$ cat src/rtl/riscv_pkg.sv
// Shared core types: machine width, reset vector and the fetch-entry bundle.
// Imported by the fetch unit, its queue and its bus interface.
package riscv_pkg;

    localparam int XLEN = 32;

    localparam logic [XLEN-1:0] DEFAULT_RESET_PC = 32'h0000_0000;
    localparam logic [XLEN-1:0] INSN_BYTES = 32'd4;

    typedef struct packed {
        logic [XLEN-1:0] pc;
        logic [XLEN-1:0] instr;
    } fetch_entry_t;

    function automatic logic [XLEN-1:0] align_word(
        input logic [XLEN-1:0] a
    );
        return {a[XLEN-1:2], 2'b00};
    endfunction

endpackage

$ cat src/rtl/fetch_unit_if.sv
// Fetch-unit bus: instruction memory port, redirect request and the
// valid/ready handshake towards decode.
interface fetch_unit_if;
    import riscv_pkg::*;

    logic [XLEN-1:0] imem_a;
    logic [XLEN-1:0] imem_rd;
    logic            redirect_valid;
    logic [XLEN-1:0] redirect_pc;
    logic            out_valid;
    logic            out_ready;
    logic [XLEN-1:0] out_instr;
    logic [XLEN-1:0] out_pc;
    logic [XLEN-1:0] out_pc_plus4;

    modport master (
        output imem_a,
        input  imem_rd,
        input  redirect_valid,
        input  redirect_pc,
        output out_valid,
        input  out_ready,
        output out_instr,
        output out_pc,
        output out_pc_plus4
    );

    modport slave (
        input  imem_a,
        output imem_rd,
        output redirect_valid,
        output redirect_pc,
        input  out_valid,
        output out_ready,
        input  out_instr,
        input  out_pc,
        input  out_pc_plus4
    );

endinterface

$ cat src/rtl/fetch_queue.sv
// Small circular FIFO of fetch entries with flush; the head is always
// presented so decode sees it the cycle after it was written.
module fetch_queue
    import riscv_pkg::*;
#(
    parameter int DEPTH = 2,
    parameter int CW    = $clog2(DEPTH + 1)
) (
    input  logic         clk,
    input  logic         reset_n,
    input  logic         i_flush,
    input  logic         i_push,
    input  logic         i_pop,
    input  fetch_entry_t i_entry,
    output logic [CW-1:0] o_count,
    output fetch_entry_t o_head
);

    localparam int PW = (DEPTH > 1) ? $clog2(DEPTH) : 1;

    fetch_entry_t  r_mem [DEPTH];
    logic [PW-1:0] r_rd;
    logic [PW-1:0] r_wr;
    logic [CW-1:0] r_count;

    function automatic logic [PW-1:0] ptr_inc(input logic [PW-1:0] p);
        return (p == PW'(DEPTH - 1)) ? '0 : p + 1'b1;
    endfunction

    always_ff @(posedge clk or negedge reset_n) begin
        if (!reset_n) begin
            r_rd    <= '0;
            r_wr    <= '0;
            r_count <= '0;
            for (int i = 0; i < DEPTH; i++) begin
                r_mem[i] <= '0;
            end
        end else if (i_flush) begin
            r_rd    <= '0;
            r_wr    <= '0;
            r_count <= '0;
        end else begin
            if (i_push) begin
                r_mem[r_wr] <= i_entry;
                r_wr        <= ptr_inc(r_wr);
            end
            if (i_pop) begin
                r_rd <= ptr_inc(r_rd);
            end
            // push and pop together at full reuse the slot being vacated
            unique case ({i_push, i_pop})
                2'b10:   r_count <= r_count + 1'b1;
                2'b01:   r_count <= r_count - 1'b1;
                default: r_count <= r_count;
            endcase
        end
    end

    assign o_count = r_count;
    assign o_head  = r_mem[r_rd];

endmodule

$ cat src/rtl/fetch_unit.sv
// Instruction fetch: fetch PC register, next-PC selection and a two-entry
// queue decoupling the instruction memory from decode back-pressure.
module fetch_unit
    import riscv_pkg::*;
#(
    parameter logic [XLEN-1:0] RESET_PC = DEFAULT_RESET_PC,
    parameter int              QDEPTH   = 2
) (
    input  logic clk,
    input  logic reset_n,
    fetch_unit_if.master bus
);

    localparam int CW = $clog2(QDEPTH + 1);

    logic [XLEN-1:0] r_pc_f;
    logic [XLEN-1:0] w_pc_next;
    logic [CW-1:0]   w_count;
    logic            w_valid;
    logic            w_full;
    logic            w_redir;
    logic            w_push;
    logic            w_pop;
    fetch_entry_t    w_entry;
    fetch_entry_t    w_head;

    assign w_redir = bus.redirect_valid;
    assign w_valid = (w_count != '0);
    assign w_full  = (w_count == CW'(QDEPTH));

    // a redirect squashes both queue ends on the same edge
    assign w_pop  = w_valid && bus.out_ready && !w_redir;
    assign w_push = !w_redir && (!w_full || w_pop);

    assign w_entry.pc    = r_pc_f;
    assign w_entry.instr = bus.imem_rd;

    always_comb begin
        w_pc_next = r_pc_f;
        unique case (1'b1)
            w_redir: w_pc_next = align_word(bus.redirect_pc);
            w_push:  w_pc_next = r_pc_f + INSN_BYTES;
            default: w_pc_next = r_pc_f;
        endcase
    end

    always_ff @(posedge clk or negedge reset_n) begin
        if (!reset_n) begin
            r_pc_f <= RESET_PC;
        end else begin
            r_pc_f <= w_pc_next;
        end
    end

    fetch_queue #(
        .DEPTH (QDEPTH),
        .CW    (CW)
    ) u_queue (
        .clk     (clk),
        .reset_n (reset_n),
        .i_flush (w_redir),
        .i_push  (w_push),
        .i_pop   (w_pop),
        .i_entry (w_entry),
        .o_count (w_count),
        .o_head  (w_head)
    );

    assign bus.imem_a       = r_pc_f;
    assign bus.out_valid    = w_valid;
    assign bus.out_instr    = w_head.instr;
    assign bus.out_pc       = w_head.pc;
    assign bus.out_pc_plus4 = w_head.pc + INSN_BYTES;

endmodule

$ cat src/flat_wrapper.sv
// flat-port wrapper written by rule: the top's interface ports become plain ports
module fetch_unit_flat import riscv_pkg::*;
#(
    parameter logic [XLEN-1:0] RESET_PC = DEFAULT_RESET_PC,
    parameter int              QDEPTH   = 2
)
  (clk, reset_n, bus_imem_a, bus_imem_rd, bus_redirect_valid, bus_redirect_pc, bus_out_valid, bus_out_ready, bus_out_instr, bus_out_pc, bus_out_pc_plus4);
  fetch_unit_if bus_i ();
  input  logic clk;
  input  logic reset_n;
  output wire logic [$bits(bus_i.imem_a)-1:0] bus_imem_a;
  input wire logic [$bits(bus_i.imem_rd)-1:0] bus_imem_rd;
  input wire logic [$bits(bus_i.redirect_valid)-1:0] bus_redirect_valid;
  input wire logic [$bits(bus_i.redirect_pc)-1:0] bus_redirect_pc;
  output wire logic [$bits(bus_i.out_valid)-1:0] bus_out_valid;
  input wire logic [$bits(bus_i.out_ready)-1:0] bus_out_ready;
  output wire logic [$bits(bus_i.out_instr)-1:0] bus_out_instr;
  output wire logic [$bits(bus_i.out_pc)-1:0] bus_out_pc;
  output wire logic [$bits(bus_i.out_pc_plus4)-1:0] bus_out_pc_plus4;
  assign bus_imem_a = bus_i.imem_a;
  assign bus_i.imem_rd = bus_imem_rd;
  assign bus_i.redirect_valid = bus_redirect_valid;
  assign bus_i.redirect_pc = bus_redirect_pc;
  assign bus_out_valid = bus_i.out_valid;
  assign bus_i.out_ready = bus_out_ready;
  assign bus_out_instr = bus_i.out_instr;
  assign bus_out_pc = bus_i.out_pc;
  assign bus_out_pc_plus4 = bus_i.out_pc_plus4;
  fetch_unit #(.RESET_PC(RESET_PC), .QDEPTH(QDEPTH)) u_core (.clk(clk), .reset_n(reset_n), .bus(bus_i));
endmodule
$ cat config.mk
export PLATFORM = sky130hd
export DESIGN_NAME = fetch_unit_flat
export DESIGN_NICKNAME = d
export VERILOG_FILES = /design/src/rtl/riscv_pkg.sv /design/src/rtl/fetch_unit_if.sv /design/src/rtl/fetch_queue.sv /design/src/rtl/fetch_unit.sv /design/src/flat_wrapper.sv
export SDC_FILE = /design/constraint.sdc
export NUM_CORES = 1
export LEC_CHECK = 0
export BUFFER_PORTS_ARGS = -buffer_cell sky130_fd_sc_hd__buf_2
export CORE_MARGIN = 4
export CORE_UTILIZATION = 35
export CTS_CLUSTER_DIAMETER = 150
export DETAILED_ROUTE_END_ITERATION = 12
export PLACE_DENSITY = 0.63
export SYNTH_ARGS = -nofsm -noshare
export SYNTH_HDL_FRONTEND = slang
export SYNTH_HIERARCHICAL = 1
export SYNTH_SLANG_ARGS = --single-unit
export TNS_END_PERCENT = 30
$ cat constraint.sdc
create_clock -name clk -period 2.5 [get_ports clk]
set_input_delay 0.375 -clock clk [delete_from_list [all_inputs] [get_ports clk]]
set_output_delay 0.375 -clock clk [all_outputs]
set_load 0.02 [all_outputs]
==> results.sh <==
export IMPL_yosys_register_bits=162
export IMPL_drc=0
export IMPL_fin_crit_sh=1.12
export IMPL_drive_gt1_frac=0.556
export IMPL_regArea_um2=4060
export IMPL_critPathKind="register to primary output"
export IMPL_die_height_um=164
export IMPL_die_area_um2=26900
export IMPL_syn_avg_cell_area_um2=12.7
export IMPL_rows=56
export IMPL_final_common_cell="buf_2"
export IMPL_fill_cells=2195
export IMPL_htree_levels=4
export IMPL_power_density_nw_per_um2=1040
export IMPL_violations="negative setup slack"
export IMPL_period_minus_slack_ns=2.79
export IMPL_post_dp_hpwl_um=15800
export IMPL_synth_area_um2=8530
export IMPL_initial_core_util=0.359
export IMPL_yosys_top_cells_area="dfrtp_1 48%, mux2_2 17%, mux2_4 11%, xnor2_1 3.4%, nand3_1 1.8%"
export IMPL_cp_arrival_ns=2.41
export IMPL_post_drt_wl_per_cell_um=18.0
export IMPL_port_buffers=192
export IMPL_skew_ns=0.0118
export IMPL_core_um2=23800
export IMPL_start_kind="register"
export IMPL_globalRouteTotalUtil=0.166
export IMPL_yosysUniqueCellTypes=50
export IMPL_seq_area_frac_synth=0.475
export IMPL_synth_flop_cell="dfrtp_1"
export IMPL_mostFrequentLayoutCells="165 x buf_2, 161 x dfrtp_1, 122 x mux2_2, 70 x mux2_4, 62 x buf_4"
export IMPL_postPlaceCellArea_um2=10100
export IMPL_numCtsBuffers=17
export IMPL_place_ws_ns=-0.0477
export IMPL_ys_warn_count=6
export IMPL_grt_pass1_wl_um=34900
export IMPL_grt_setup_unrepaired="true"
export IMPL_viasPerCell=4.99
export IMPL_max_stage_delay_ns=0.48
export IMPL_die_w_um=164
export IMPL_path_cells="buf_12 > mux2_4 > and4_4 > and4_4 > buf_12 > nand4b_1 > xnor2_1 > buf_4"
export IMPL_grt_max_degree=65
export IMPL_critPathSlowestCell="dfrtp_2"
export IMPL_synth_top_area_share=0.475
export IMPL_grt_pass1_vias=6242
export IMPL_synth_edf_count=0
export IMPL_overflow=0
export IMPL_ant_nets=0
export IMPL_crit_fanout=13
export IMPL_setup_ws_ns=-0.290
export IMPL_slew_viol_final=0
export IMPL_routed_wl_um=22000
export IMPL_cts_tree="yes"
export IMPL_peakVddDrop_mv=0.393
export IMPL_clk_pin_slew_ns=0.07
export IMPL_clk_latency_ns=0.42
export IMPL_required_ns=2.12
export IMPL_fmax_ghz=0.358
export IMPL_hp_class="primary input to register"
export IMPL_area_growth_pct=28.0
export IMPL_gp_congestion=0.757
export IMPL_first_pass_iters=4
export IMPL_synthArstFlopShare=1.00
export IMPL_vias=6112
export IMPL_antenna_found_initial=0
export IMPL_final_net_count=964
export IMPL_slew_headroom=0.595
export IMPL_maxCapViolCount=0
export IMPL_hold_violations=0
export IMPL_tightest_slew_ns=0.608
export IMPL_drt_iter0_markers=467
export IMPL_multiInputGateArea_um2=4320
export IMPL_antennaDiodeCount=0
export IMPL_finish_instance_area_um2=10900
export IMPL_end_kind="primary output"
export IMPL_io_pins=197
export IMPL_cts_sinks=162
export IMPL_cellLeakagePower_nw=4.89
export IMPL_setup_violations=25
export IMPL_post_route_util=0.460
export IMPL_netlist_instances=671
export IMPL_root_buffer="clkbuf_16"
export IMPL_synth_largest_area_cell="dfrtp_1"
export IMPL_cts_buffer_depth=2
export IMPL_status="finished, violations left"
## worst paths after layout
kind	from	to	slack [ns]	cells after the start
min in group asynchronous	reset_n	u_core/u_queue/r_mem[75]	0.44	2
setup reg to reg	u_core/u_queue/o_count[1]	u_core/u_queue/r_mem[55]	0.31	5
hold / removal	bus_redirect_pc[10]	u_core/bus.imem_a[10]	0.16	3
max in group asynchronous	reset_n	u_core/u_queue/r_mem[53]	1.26	3
setup / recovery	u_core/u_queue/r_rd	bus_out_pc_plus4[29]	-0.29	8
hold reg to reg	u_core/u_queue/r_mem[31]	u_core/u_queue/r_mem[31]	0.50	1
## Yosys cell counts, types with 11 or more instances
cell,instances
a31oi_1,14
nor2_1,20
nand4_1,19
o21ai_0,13
mux2_2,132
nand3_1,30
or4_1,15
nand2_1,31
dfrtp_1,162
o31ai_1,11
mux2_4,60
clkbuf_1,16
xnor2_1,33
## per-stage QoR
step           power [mW]  cells  hold WS [ns]  setup TNS (ns)
6_report             11.3   1224         0.162           -4.60
5_1_grt              12.0   1224         0.157           -7.42
4_1_cts              11.4   1224         0.136           -5.79
3_5_place_dp         8.68   1184         0.324           -1.68
3_3_place_gp         8.58   1184         0.324          -0.142
2_1_floorplan        7.18    676        0.0794          -0.163
## area by class of cell
class / instances / share of cell area
multi-input combinational: 461 / 0.396
inverter: 8 / 0.00275
sequential: 162 / 0.371
tap: 319 / 0.0366
clock buffer: 22 / 0.0444
clock inverter: 8 / 0.00733
timing repair buffer: 244 / 0.142
## critical path, delay by kind of cell, from the launching register on
kind / cells / cell delay [ns]
AND/OR/NAND/NOR: 3 / 0.59
buffers and inverters: 3 / 0.47
flip-flops: 1 / 0.48
multiplexers: 1 / 0.24
XOR/XNOR: 1 / 0.19
## flip-flops by register name, summed over array words and instances, names as in the netlist
signal,count
u_core/u_queue/r_wr,1
u_core/u_queue/r_mem,128
u_core/u_queue/r_rd,1
u_core/bus.imem_a,30
u_core/u_queue/o_count,2
## metal layers
layer	track usage	share of wire
met1	0.230	0.46
met2	0.264	0.48
met3	0.0329	0.047
met4	0.0477	0.016
met5	0	0
## power breakdown
group	switching (mW)	internal [mW]
registers	0.573	3.52
clock network	1.03	1.47
logic	2.35	2.39
total	3.96	7.38
## kinds of logic after synthesis
kind of cell	count (synthesis)	share of synthesized area
compound gates	59	0.0467
xor+xnor	40	0.0411
simple gates	161	0.107
fa+ha+maj	2	0.00293
other cells	1	0.000440
buf+inv	53	0.0453
mux	193	0.281
flops	162	0.475
## repair_timing
item                       in CTS  in global routing
gates resized for setup        48                  9
cloned                          1                  0
hold buffers                    1                  0
setup endpoints to repair      79                 80
buffers inserted                8                  0
hold endpoints to repair       39                  0
pin swaps                       5                  8
(Power assumes the default switching activity.)
